===== config.mk =====
export PLATFORM = sky130hd
export DESIGN_NAME = fifo_mq_rr_reader_flat
export DESIGN_NICKNAME = d
export VERILOG_FILES = /design/src/rtl/fifo_mq_rr_reader_if.sv /design/src/rtl/fifo_mq_rr_reader.sv /design/src/flat_wrapper.sv
export SDC_FILE = /design/constraint.sdc
export NUM_CORES = 1
export LEC_CHECK = 0
export ABC_AREA = 1
export CORE_ASPECT_RATIO = 1.1
export CORE_MARGIN = 1
export CORE_UTILIZATION = 34
export CTS_BUF_LIST = sky130_fd_sc_hd__clkbuf_16
export CTS_CLUSTER_DIAMETER = 150
export DETAILED_ROUTE_END_ITERATION = 16
export SLEW_MARGIN = 30
export SYNTH_ARGS = -nofsm -noshare
export SYNTH_HDL_FRONTEND = slang
export SYNTH_SLANG_ARGS = --single-unit

===== constraint.sdc =====
create_clock -name clk -period 8.43 [get_ports clk]
set_input_delay 1.686 -clock clk [delete_from_list [all_inputs] [get_ports clk]]
set_output_delay 1.686 -clock clk [all_outputs]
set_load 0.005 [all_outputs]

===== src/rtl/fifo_mq_rr_reader_if.sv =====
// Read-port and output-stream signals of the multi-queue FIFO reader.
interface fifo_mq_rr_reader_if #(
   parameter int unsigned nr_of_queues = 16,
   parameter int unsigned a_hi_size    = 4,
   parameter int unsigned data_width   = 36
);
   logic [0:nr_of_queues-1] fifo_empty;
   logic [0:nr_of_queues-1] read;
   logic [data_width-1:0]   q;
   logic [data_width-1:0]   dout;
   logic [a_hi_size-1:0]    dout_queue;
   logic                    dout_valid;
   logic                    dout_ready;

   // Reader side: pops the FIFO and sources the tagged output stream.
   modport master (
      input  fifo_empty, q, dout_ready,
      output read, dout, dout_queue, dout_valid
   );

   // Environment side: FIFO read port plus downstream consumer.
   modport slave (
      output fifo_empty, q, dout_ready,
      input  read, dout, dout_queue, dout_valid
   );
endinterface


===== src/rtl/fifo_mq_rr_reader.sv =====
// Round-robin read scheduler for the multi-queue FIFO with a 4-entry
// credit-controlled output buffer tagging each word with its queue index.
module fifo_mq_rr_reader #(
   parameter int unsigned nr_of_queues = 16,
   parameter int unsigned a_hi_size    = 4,
   parameter int unsigned data_width   = 36
) (
   input  logic                 clk,
   input  logic                 rst,
   fifo_mq_rr_reader_if.master  bus
);

   localparam int unsigned OCC_W     = 3;
   localparam int unsigned MAX_CREDIT = 3;

   typedef struct packed {
      logic [a_hi_size-1:0]  tag;
      logic [data_width-1:0] data;
   } entry_t;

   logic [0:nr_of_queues-1] read_q, read_d;
   logic [0:nr_of_queues-1] s2_oh_q, s2_oh_d;
   logic                    s1_valid_q, s1_valid_d;
   logic                    s2_valid_q, s2_valid_d;
   logic [a_hi_size-1:0]    s1_tag_q, s1_tag_d;
   logic [a_hi_size-1:0]    s2_tag_q, s2_tag_d;
   logic [a_hi_size-1:0]    last_q, last_d;
   entry_t                  buf_q [4];
   entry_t                  buf_d [4];
   logic [OCC_W-1:0]        occ_q, occ_d;
   logic                    dout_valid_q, dout_valid_d;

   logic [0:nr_of_queues-1] eligible_c;
   logic                    credit_ok_c;
   logic                    grant_c;
   logic [a_hi_size-1:0]    grant_idx_c;
   logic                    pop_c;
   logic [OCC_W-1:0]        wr_idx_c;

   // A queue strobed this cycle (read) or last cycle (s2) may still show a
   // stale non-empty flag, so it sits out two cycles after each grant.
   always_comb begin
      eligible_c = ~bus.fifo_empty & ~read_q & ~s2_oh_q;
   end

   // Credit check and round-robin search starting after the last grant.
   always_comb begin
      int unsigned idx;
      grant_c     = 1'b0;
      grant_idx_c = '0;
      idx         = 0;
      credit_ok_c = (occ_q + OCC_W'(s1_valid_q) + OCC_W'(s2_valid_q)) <= OCC_W'(MAX_CREDIT);
      for (int unsigned k = 1; k <= nr_of_queues; k++) begin
         idx = (32'(last_q) + k) % nr_of_queues;
         if (credit_ok_c && !grant_c && eligible_c[a_hi_size'(idx)]) begin
            grant_c     = 1'b1;
            grant_idx_c = a_hi_size'(idx);
         end
      end
   end

   // Read strobe and tag pipeline next state.
   always_comb begin
      read_d = '0;
      if (grant_c) begin
         read_d[grant_idx_c] = 1'b1;
      end
      s1_valid_d = grant_c;
      s1_tag_d   = grant_idx_c;
      s2_valid_d = s1_valid_q;
      s2_tag_d   = s1_tag_q;
      s2_oh_d    = read_q;
      last_d     = grant_c ? grant_idx_c : last_q;
   end

   // Shift-register output buffer: head always in entry 0.
   always_comb begin
      buf_d    = buf_q;
      pop_c    = dout_valid_q && bus.dout_ready;
      wr_idx_c = occ_q;
      if (pop_c) begin
         buf_d[0] = buf_q[1];
         buf_d[1] = buf_q[2];
         buf_d[2] = buf_q[3];
         wr_idx_c = occ_q - OCC_W'(1);
      end
      if (s2_valid_q) begin
         buf_d[wr_idx_c[1:0]].tag  = s2_tag_q;
         buf_d[wr_idx_c[1:0]].data = bus.q;
      end
      occ_d        = occ_q + OCC_W'(s2_valid_q) - OCC_W'(pop_c);
      dout_valid_d = (occ_d != '0);
   end

   // State registers; reset discards in-flight reads and buffered words.
   always_ff @(posedge clk or posedge rst) begin
      if (rst) begin
         read_q       <= '0;
         s2_oh_q      <= '0;
         s1_valid_q   <= 1'b0;
         s2_valid_q   <= 1'b0;
         s1_tag_q     <= '0;
         s2_tag_q     <= '0;
         last_q       <= a_hi_size'(nr_of_queues - 1);
         buf_q        <= '{default: '0};
         occ_q        <= '0;
         dout_valid_q <= 1'b0;
      end else begin
         read_q       <= read_d;
         s2_oh_q      <= s2_oh_d;
         s1_valid_q   <= s1_valid_d;
         s2_valid_q   <= s2_valid_d;
         s1_tag_q     <= s1_tag_d;
         s2_tag_q     <= s2_tag_d;
         last_q       <= last_d;
         buf_q        <= buf_d;
         occ_q        <= occ_d;
         dout_valid_q <= dout_valid_d;
      end
   end

   assign bus.read       = read_q;
   assign bus.dout       = buf_q[0].data;
   assign bus.dout_queue = buf_q[0].tag;
   assign bus.dout_valid = dout_valid_q;

endmodule


===== src/flat_wrapper.sv =====
// flat-port wrapper written by rule: the top's interface ports become plain ports
module fifo_mq_rr_reader_flat 
#(
   parameter int unsigned nr_of_queues = 16,
   parameter int unsigned a_hi_size    = 4,
   parameter int unsigned data_width   = 36
)
  (clk, rst, bus_fifo_empty, bus_q, bus_dout_ready, bus_read, bus_dout, bus_dout_queue, bus_dout_valid);
  fifo_mq_rr_reader_if #(.nr_of_queues(nr_of_queues), .a_hi_size(a_hi_size), .data_width(data_width)) bus_i ();
  input  logic clk;
  input  logic rst;
  input wire logic [$bits(bus_i.fifo_empty)-1:0] bus_fifo_empty;
  input wire logic [$bits(bus_i.q)-1:0] bus_q;
  input wire logic [$bits(bus_i.dout_ready)-1:0] bus_dout_ready;
  output wire logic [$bits(bus_i.read)-1:0] bus_read;
  output wire logic [$bits(bus_i.dout)-1:0] bus_dout;
  output wire logic [$bits(bus_i.dout_queue)-1:0] bus_dout_queue;
  output wire logic [$bits(bus_i.dout_valid)-1:0] bus_dout_valid;
  assign bus_i.fifo_empty = bus_fifo_empty;
  assign bus_i.q = bus_q;
  assign bus_i.dout_ready = bus_dout_ready;
  assign bus_read = bus_i.read;
  assign bus_dout = bus_i.dout;
  assign bus_dout_queue = bus_i.dout_queue;
  assign bus_dout_valid = bus_i.dout_valid;
  fifo_mq_rr_reader #(.nr_of_queues(nr_of_queues), .a_hi_size(a_hi_size), .data_width(data_width)) u_core (.clk(clk), .rst(rst), .bus(bus_i));
endmodule

# After elaboration in Yosys (flattened, before gate mapping)
# Index checks and enable logic that the tools add are counted.
[word_totals] reg_bits=210 in_bits=55
[classes] addsub=21 magnitude_cmp=21 muxes=92 bitwise_logic=23 n_reduce_logical=50
[ops] op="$bwmux W160" count=2
[ops] op="$demux W40 S2" count=2
[ops] op="$mux W160" count=1
[ops] op="$mux W120" count=1
[ops] op="$ge A5 B5 Y1 const B" count=17
[ops] op="$not A4 Y5" count=17
[ops] op="$bmux W1 S4" count=16
[ops] op="$mux W4" count=16
[ops] op="$mux W1" count=49
[ops] op="$not A16 Y16" count=3
[ops] op="$mux W40" count=1
[ops] op="$mux W36" count=1
[ops] op="$logic_and A1 B1 Y1" count=34
[ops] op="$add A4 B4 Y4 const B" count=8
[ops] op="$and A16 B16 Y16" count=2
[ops] op="$add A4 B3 Y4 const B" count=4
[ops] op="$mux W16" count=1
[ops] op="$logic_not A1 Y1" count=15
[ops] op="$add A3 B1 Y3" count=3
[ops] op="$add A4 B1 Y4 const B" count=2
[ops] op="$add A4 B2 Y4 const B" count=2
[ops] op="$lt A5 B1 Y1 const B" count=1
[ops] op="$demux W1 S4" count=1
[ops] op="$ge A3 B3 Y1 const B" count=1
[ops] op="7 further kinds" count=7

# Longest topological paths before layout
[depth] ltp_word=74 ltp_mapped=27 depth_no_buf=25

# Least setup slack after synthesis
# Ideal clock, no wire load.
[synth_timing] path_kind="in2reg" startpoint="input bus_fifo_empty[8]" endpoint="register u_core.read_q (netlist bit u_core.bus.read[2])" arrival_time_ps=3694 required_ps=8310 setup_slack_ps=4617 path_stages=21 n_path_buf=0 cell_sequence="inv_1 nand3_1 nand3_1 nand3_1 nand3_1 nand2_1 a21oi_2 nor2_4 nand4_4 nor2_8 nand4_4 nor2_4 nand3_2 nor2_4 nand3_2 nor2_1 inv_2 nand3_2 inv_2 nand2_1 nor2_1"
[synth_between] elab_chain_len=74 elab_cells_between_ends=136 classes_between="order compare: 2; mux: 83; bitwise: 4; reduce/logical: 47"
[synth_lines] element="start: declaration" line="flat_wrapper.sv:12" source="input wire logic [$bits(bus_i.fifo_empty)-1:0] bus_fifo_empty;"
[synth_lines] element="$not A16 Y16 *" line="fifo_mq_rr_reader.sv:43" source="eligible_c = ~bus.fifo_empty & ~read_q & ~s2_oh_q;"
[synth_lines] element="$and A16 B16 Y16 * (2 in a row)" line="fifo_mq_rr_reader.sv:43"
[synth_lines] element="$bmux W1 S4" line="fifo_mq_rr_reader.sv:55" source="if (credit_ok_c && !grant_c && eligible_c[a_hi_size'(idx)]) begin"
[synth_lines] element="$mux W1 (implied by the code) (2 in a row)" line="fifo_mq_rr_reader.sv:55"
[synth_lines] element="$logic_and A1 B1 Y1" line="fifo_mq_rr_reader.sv:55"
[synth_lines] element="$mux W1" line="fifo_mq_rr_reader.sv:55"
[synth_lines] element="$logic_not A1 Y1" line="fifo_mq_rr_reader.sv:55"
[synth_lines] element="$logic_and A1 B1 Y1 (2 in a row)" line="fifo_mq_rr_reader.sv:55"
[synth_lines] element="[57 not listed]"
[synth_lines] element="named net u_core.grant_idx_c[2]" line="fifo_mq_rr_reader.sv:36" source="logic [a_hi_size-1:0] grant_idx_c;"
[synth_lines] element="$not A4 Y5 (implied by the code) *" line="fifo_mq_rr_reader.sv:66" source="read_d[grant_idx_c] = 1'b1;"
[synth_lines] element="$ge A5 B5 Y1 (implied by the code) or $lt A5 B1 Y1 (tied branches)" line="fifo_mq_rr_reader.sv:66"
[synth_lines] element="$logic_and A1 B1 Y1 (implied by the code)" line="fifo_mq_rr_reader.sv:66"
[synth_lines] element="$mux W1 (implied by the code)" line="fifo_mq_rr_reader.sv:66"
[synth_lines] element="$demux W1 S4 *" line="fifo_mq_rr_reader.sv:66"
[synth_lines] element="$mux W16 *" line="fifo_mq_rr_reader.sv:65" source="if (grant_c) begin"
[synth_lines] element="named net u_core.read_d (one bit)" line="fifo_mq_rr_reader.sv:21" source="logic [0:nr_of_queues-1] read_q, read_d;"
[synth_lines] element="end signal: assignment" line="fifo_mq_rr_reader.sv:109" source="read_q <= read_d;"
[synth_lines] element="end: declaration" line="fifo_mq_rr_reader.sv:21"
# Mark *: on every way through the listed nets, which the timed path passes. The rest lies on a longest branch. The select of a mux whose other input is x is not followed.
# A chain may end at the register's enable or synchronous reset.

# Final worst setup path
[layout_timing] startpoint="register u_core.last_q[1]" endpoint="register u_core.read_q (netlist bit u_core.bus.read[2])"
[layout_between] elab_chain_len=73 elab_cells_between_ends=165 classes_between="add/sub: 16; order compare: 2; mux: 83; bitwise: 17; reduce/logical: 47"
[layout_lines] element="start: declaration" line="fifo_mq_rr_reader.sv:27" source="logic [a_hi_size-1:0] last_q, last_d;"
[layout_lines] element="start signal: assignment" line="fifo_mq_rr_reader.sv:104" source="last_q <= a_hi_size'(nr_of_queues - 1);"
[layout_lines] element="start signal: assignment" line="fifo_mq_rr_reader.sv:115" source="last_q <= last_d;"
[layout_lines] element="$add A4 B1 Y4" line="fifo_mq_rr_reader.sv:54" source="idx = (32'(last_q) + k) % nr_of_queues;"
[layout_lines] element="$not A4 Y5 (implied by the code)" line="fifo_mq_rr_reader.sv:55"
[layout_lines] element="$bmux W1 S4" line="fifo_mq_rr_reader.sv:55"
[layout_lines] element="$mux W1 (implied by the code) (2 in a row)" line="fifo_mq_rr_reader.sv:55"
[layout_lines] element="$logic_and A1 B1 Y1" line="fifo_mq_rr_reader.sv:55"
[layout_lines] element="$mux W1" line="fifo_mq_rr_reader.sv:55"
[layout_lines] element="$logic_not A1 Y1" line="fifo_mq_rr_reader.sv:55"
[layout_lines] element="$logic_and A1 B1 Y1 (2 in a row)" line="fifo_mq_rr_reader.sv:55"
[layout_lines] element="[57 not listed]"
[layout_lines] element="named net u_core.grant_idx_c[2]" line="fifo_mq_rr_reader.sv:36"
[layout_lines] element="$not A4 Y5 (implied by the code) *" line="fifo_mq_rr_reader.sv:66"
[layout_lines] element="$ge A5 B5 Y1 (implied by the code) or $lt A5 B1 Y1 (tied branches)" line="fifo_mq_rr_reader.sv:66"
[layout_lines] element="$logic_and A1 B1 Y1 (implied by the code)" line="fifo_mq_rr_reader.sv:66"
[layout_lines] element="$mux W1 (implied by the code)" line="fifo_mq_rr_reader.sv:66"
[layout_lines] element="$demux W1 S4 *" line="fifo_mq_rr_reader.sv:66"
[layout_lines] element="$mux W16 *" line="fifo_mq_rr_reader.sv:65"
[layout_lines] element="named net u_core.read_d (one bit)" line="fifo_mq_rr_reader.sv:21"
# Marked as above.

==> results.cfg <==
[run_status]
outcome = completed

[die]
core-area_um2 = 30800
die_w_um = 171
dieArea_um2 = 32300
pin_count = 112
fp-row-count = 67
fp.dieH_um = 188
initial_utilization = 0.349

[detailed_routing]
vias = 8963
routed_wl_um = 27500
ant_nets = 0
avgRoutedWirePerCell_um = 15.5
drt-pass1-iter-count = 5
drcViolationCount = 0
drtIter0Drc = 756
viasPerCell = 5.06

[place]
dp_slack_ns = 3.53
numPortBuffers = 111
gp_congestion = 0.924
hpwl_um = 18000

[hold_path]
hold_path.class = register to register

[logic_synthesis]
synth_nets = 1372
synth_seq_cells = 210
ys.flop_type = dfrtp_1
seq_area_frac_synth = 0.490
syn-cell-area_um2 = 10700
synth_cell_type_count = 40
ys_warn_count = 0
synth_edf_count = 0
syn_area_per_cell_um2 = 8.22
syn_inst = 1305
ys_async_sr_fraction = 1.00

[setup_path]
crit_required_ns = 8.83
critPathKind = register to register
cp-end-kind = register
crit_fanout = 17
cp.arrival_ns = 5.23
cp-start-kind = register
path_cells = inv_1 > ha_1 > inv_1 > nand3_1 > nand3_1 > nand3_1 > nand2_2 > a21oi_2 > nor2_4 > nand4_4 > nor2_8 > nand4_4 > nor2_4 > nand3_2 > nor2_4 > nand3_2 > nor2_1 > inv_2 > nand3_2 > inv_2 > nand2_1 > nor2_1
path_buf_inv = 4
crit_path_top_delay_cell = dfstp_2
cp_slowest_stage_delay_ns = 0.76
critPathTopFamily = simple AND/OR/NAND/NOR gates

[final_layout]
drive_above_1_share = 0.0817
post-route-util = 0.410
area_growth_pct = 17.6
n_antenna_cell = 0
nNetsFinal = 1408

[sta]
maxSlewHeadroom = 0.439
fin_tns_setup_ns = 0
min_period_ns = 4.83
min_period_over_period = 0.573
setup_violations = 0
worst_pin_slew_ns = 0.842
slew_violations = 0
fin_ws_ns = 3.60
rsz0062_at_grt = no
skew_ns = 0.0342
hold_ws_ns = 0.345
fmax_mhz = 207
hold_viol = 0

[clocking]
path_clk_slew_ns = 0.06
clock_latency_ns = 0.53
post_cts_buffers = 0
cts_hold_buf = 0
cts_buffers = 24
cts.path.max_buffers = 3
cts.sink_count = 210
cts_tree = done
post_cts_resized = 0
htreeDepth = 1
cts-root-buf = clkbuf_16

[grt]
overflow = 0
grt_pass1_vias = 8510
grt_start_max_net_pins = 138
grt_use_total = 0.171
antenna_found_initial = 0
grt_pass1_wl_um = 44700

[flow_run]
max-cap-violations = 0
## Yosys cell counts, drive strengths merged (2+ instances only)
master,instances,area (um^2)
nand2,335,1270
dfrtp,206,5150
nor2,199,793
nand3,156,801
a31oi,120,751
inv,69,259
clkbuf,54,203
buf,53,378
mux2,33,372
nand4,23,174
o21ai,13,65.1
ha,10,125
xor2,9,113
dfstp,4,105
nor3,4,20.0
xnor2,4,42.6
clkinv,3,11.3
a21oi,2,13.8
fa,2,40.0
## metal layers
| layer | track usage | routed length [um] |
|---|---|---|
| met3 | 0.0265 | 1680 |
| met5 | 0 | 0 |
| met4 | 0.0440 | 578 |
| met2 | 0.279 | 12800 |
| met1 | 0.235 | 12400 |
## worst register-to-register path, cell delays in order (launching register included)
cell and delay, ns:
dfstp_2 0.76, inv_1 0.41, ha_1 0.61, inv_1 0.42
nand3_1 0.21, nand3_1 0.19, nand3_1 0.11, nand2_2 0.16
a21oi_2 0.09, nor2_4 0.14, nand4_4 0.12, nor2_8 0.18
nand4_4 0.12, nor2_4 0.15, nand3_2 0.10, nor2_4 0.14
nand3_2 0.12, nor2_1 0.15, inv_2 0.05, nand3_2 0.14
inv_2 0.07, nand2_1 0.18, nor2_1 0.07
## metrics by stage
| step | area, um^2 | instances |
|---|---|---|
| 2_1_floorplan | 10700 | 1305 |
| 3_3_place_gp | 11800 | 1729 |
| 3_5_place_dp | 11900 | 1729 |
| 4_1_cts | 12600 | 1772 |
| 5_1_grt | 12600 | 1772 |
| 6_report | 12600 | 1772 |
## kinds of logic after synthesis
group           count (synthesis)  synth area share
simple gates                  721             0.287
flops                         210             0.490
buf+inv                       179            0.0793
compound gates                137            0.0787
mux                            33            0.0346
xor+xnor                       13            0.0145
fa+ha+maj                      12            0.0154
## layout by cell type, fill, tap and decap left out, drive strengths merged
master / synthesis / final
and3: 1 / 1
buf: 53 / 6
inv: 69 / 74
xnor2: 4 / 4
ha: 10 / 10
or3: 1 / 1
o21ai: 13 / 13
fa: 2 / 2
xor2: 9 / 9
nand3: 156 / 156
or2: 1 / 1
a21oi: 2 / 2
nor3: 4 / 4
a31oi: 120 / 120
clkinv: 3 / 15
dfstp: 4 / 4
mux2: 33 / 33
nand3b: 1 / 1
clkdlybuf4s50: 0 / 111
nor2: 199 / 199
nand4: 23 / 23
bufinv: 0 / 2
clkbuf: 54 / 24
o21bai: 1 / 1
a21o: 1 / 1
dfrtp: 206 / 206
nand2: 335 / 335
## final cells by class
type,count,area [um^2]
inverters,72,284
repair buffers,117,1160
flip-flops and latches,210,5260
clock inverters,19,145
fillers,3093,18200
multi-input cells,916,4640
well taps,414,518
clock buffers,24,601
## worst paths after layout
path | start | end | slack [ns] | depth (start not counted)
worst min register to register | u_core.s1_tag_q[0]$_DFF_PP0_ | u_core.s2_tag_q[0]$_DFF_PP0_ | 0.35 | 0
max in group asynchronous | rst | async pin | 5.53 | 3
worst max register to register | u_core.last_q[1]$_DFFE_PP1P_ | u_core.bus.read[2]$_DFF_PP0_ | 3.60 | 22
worst max-delay path | u_core.last_q[1]$_DFFE_PP1P_ | u_core.bus.read[2]$_DFF_PP0_ | 3.60 | 22
min in group asynchronous | rst | u_core.bus.read[6]$_DFF_PP0_ | 1.69 | 2
worst min-delay path | u_core.s1_tag_q[0]$_DFF_PP0_ | u_core.s2_tag_q[0]$_DFF_PP0_ | 0.35 | 0
Power is left out: the tool's default activity adds up to more than one toggle a clock period on the data nets, which glitch-free logic cannot reach.
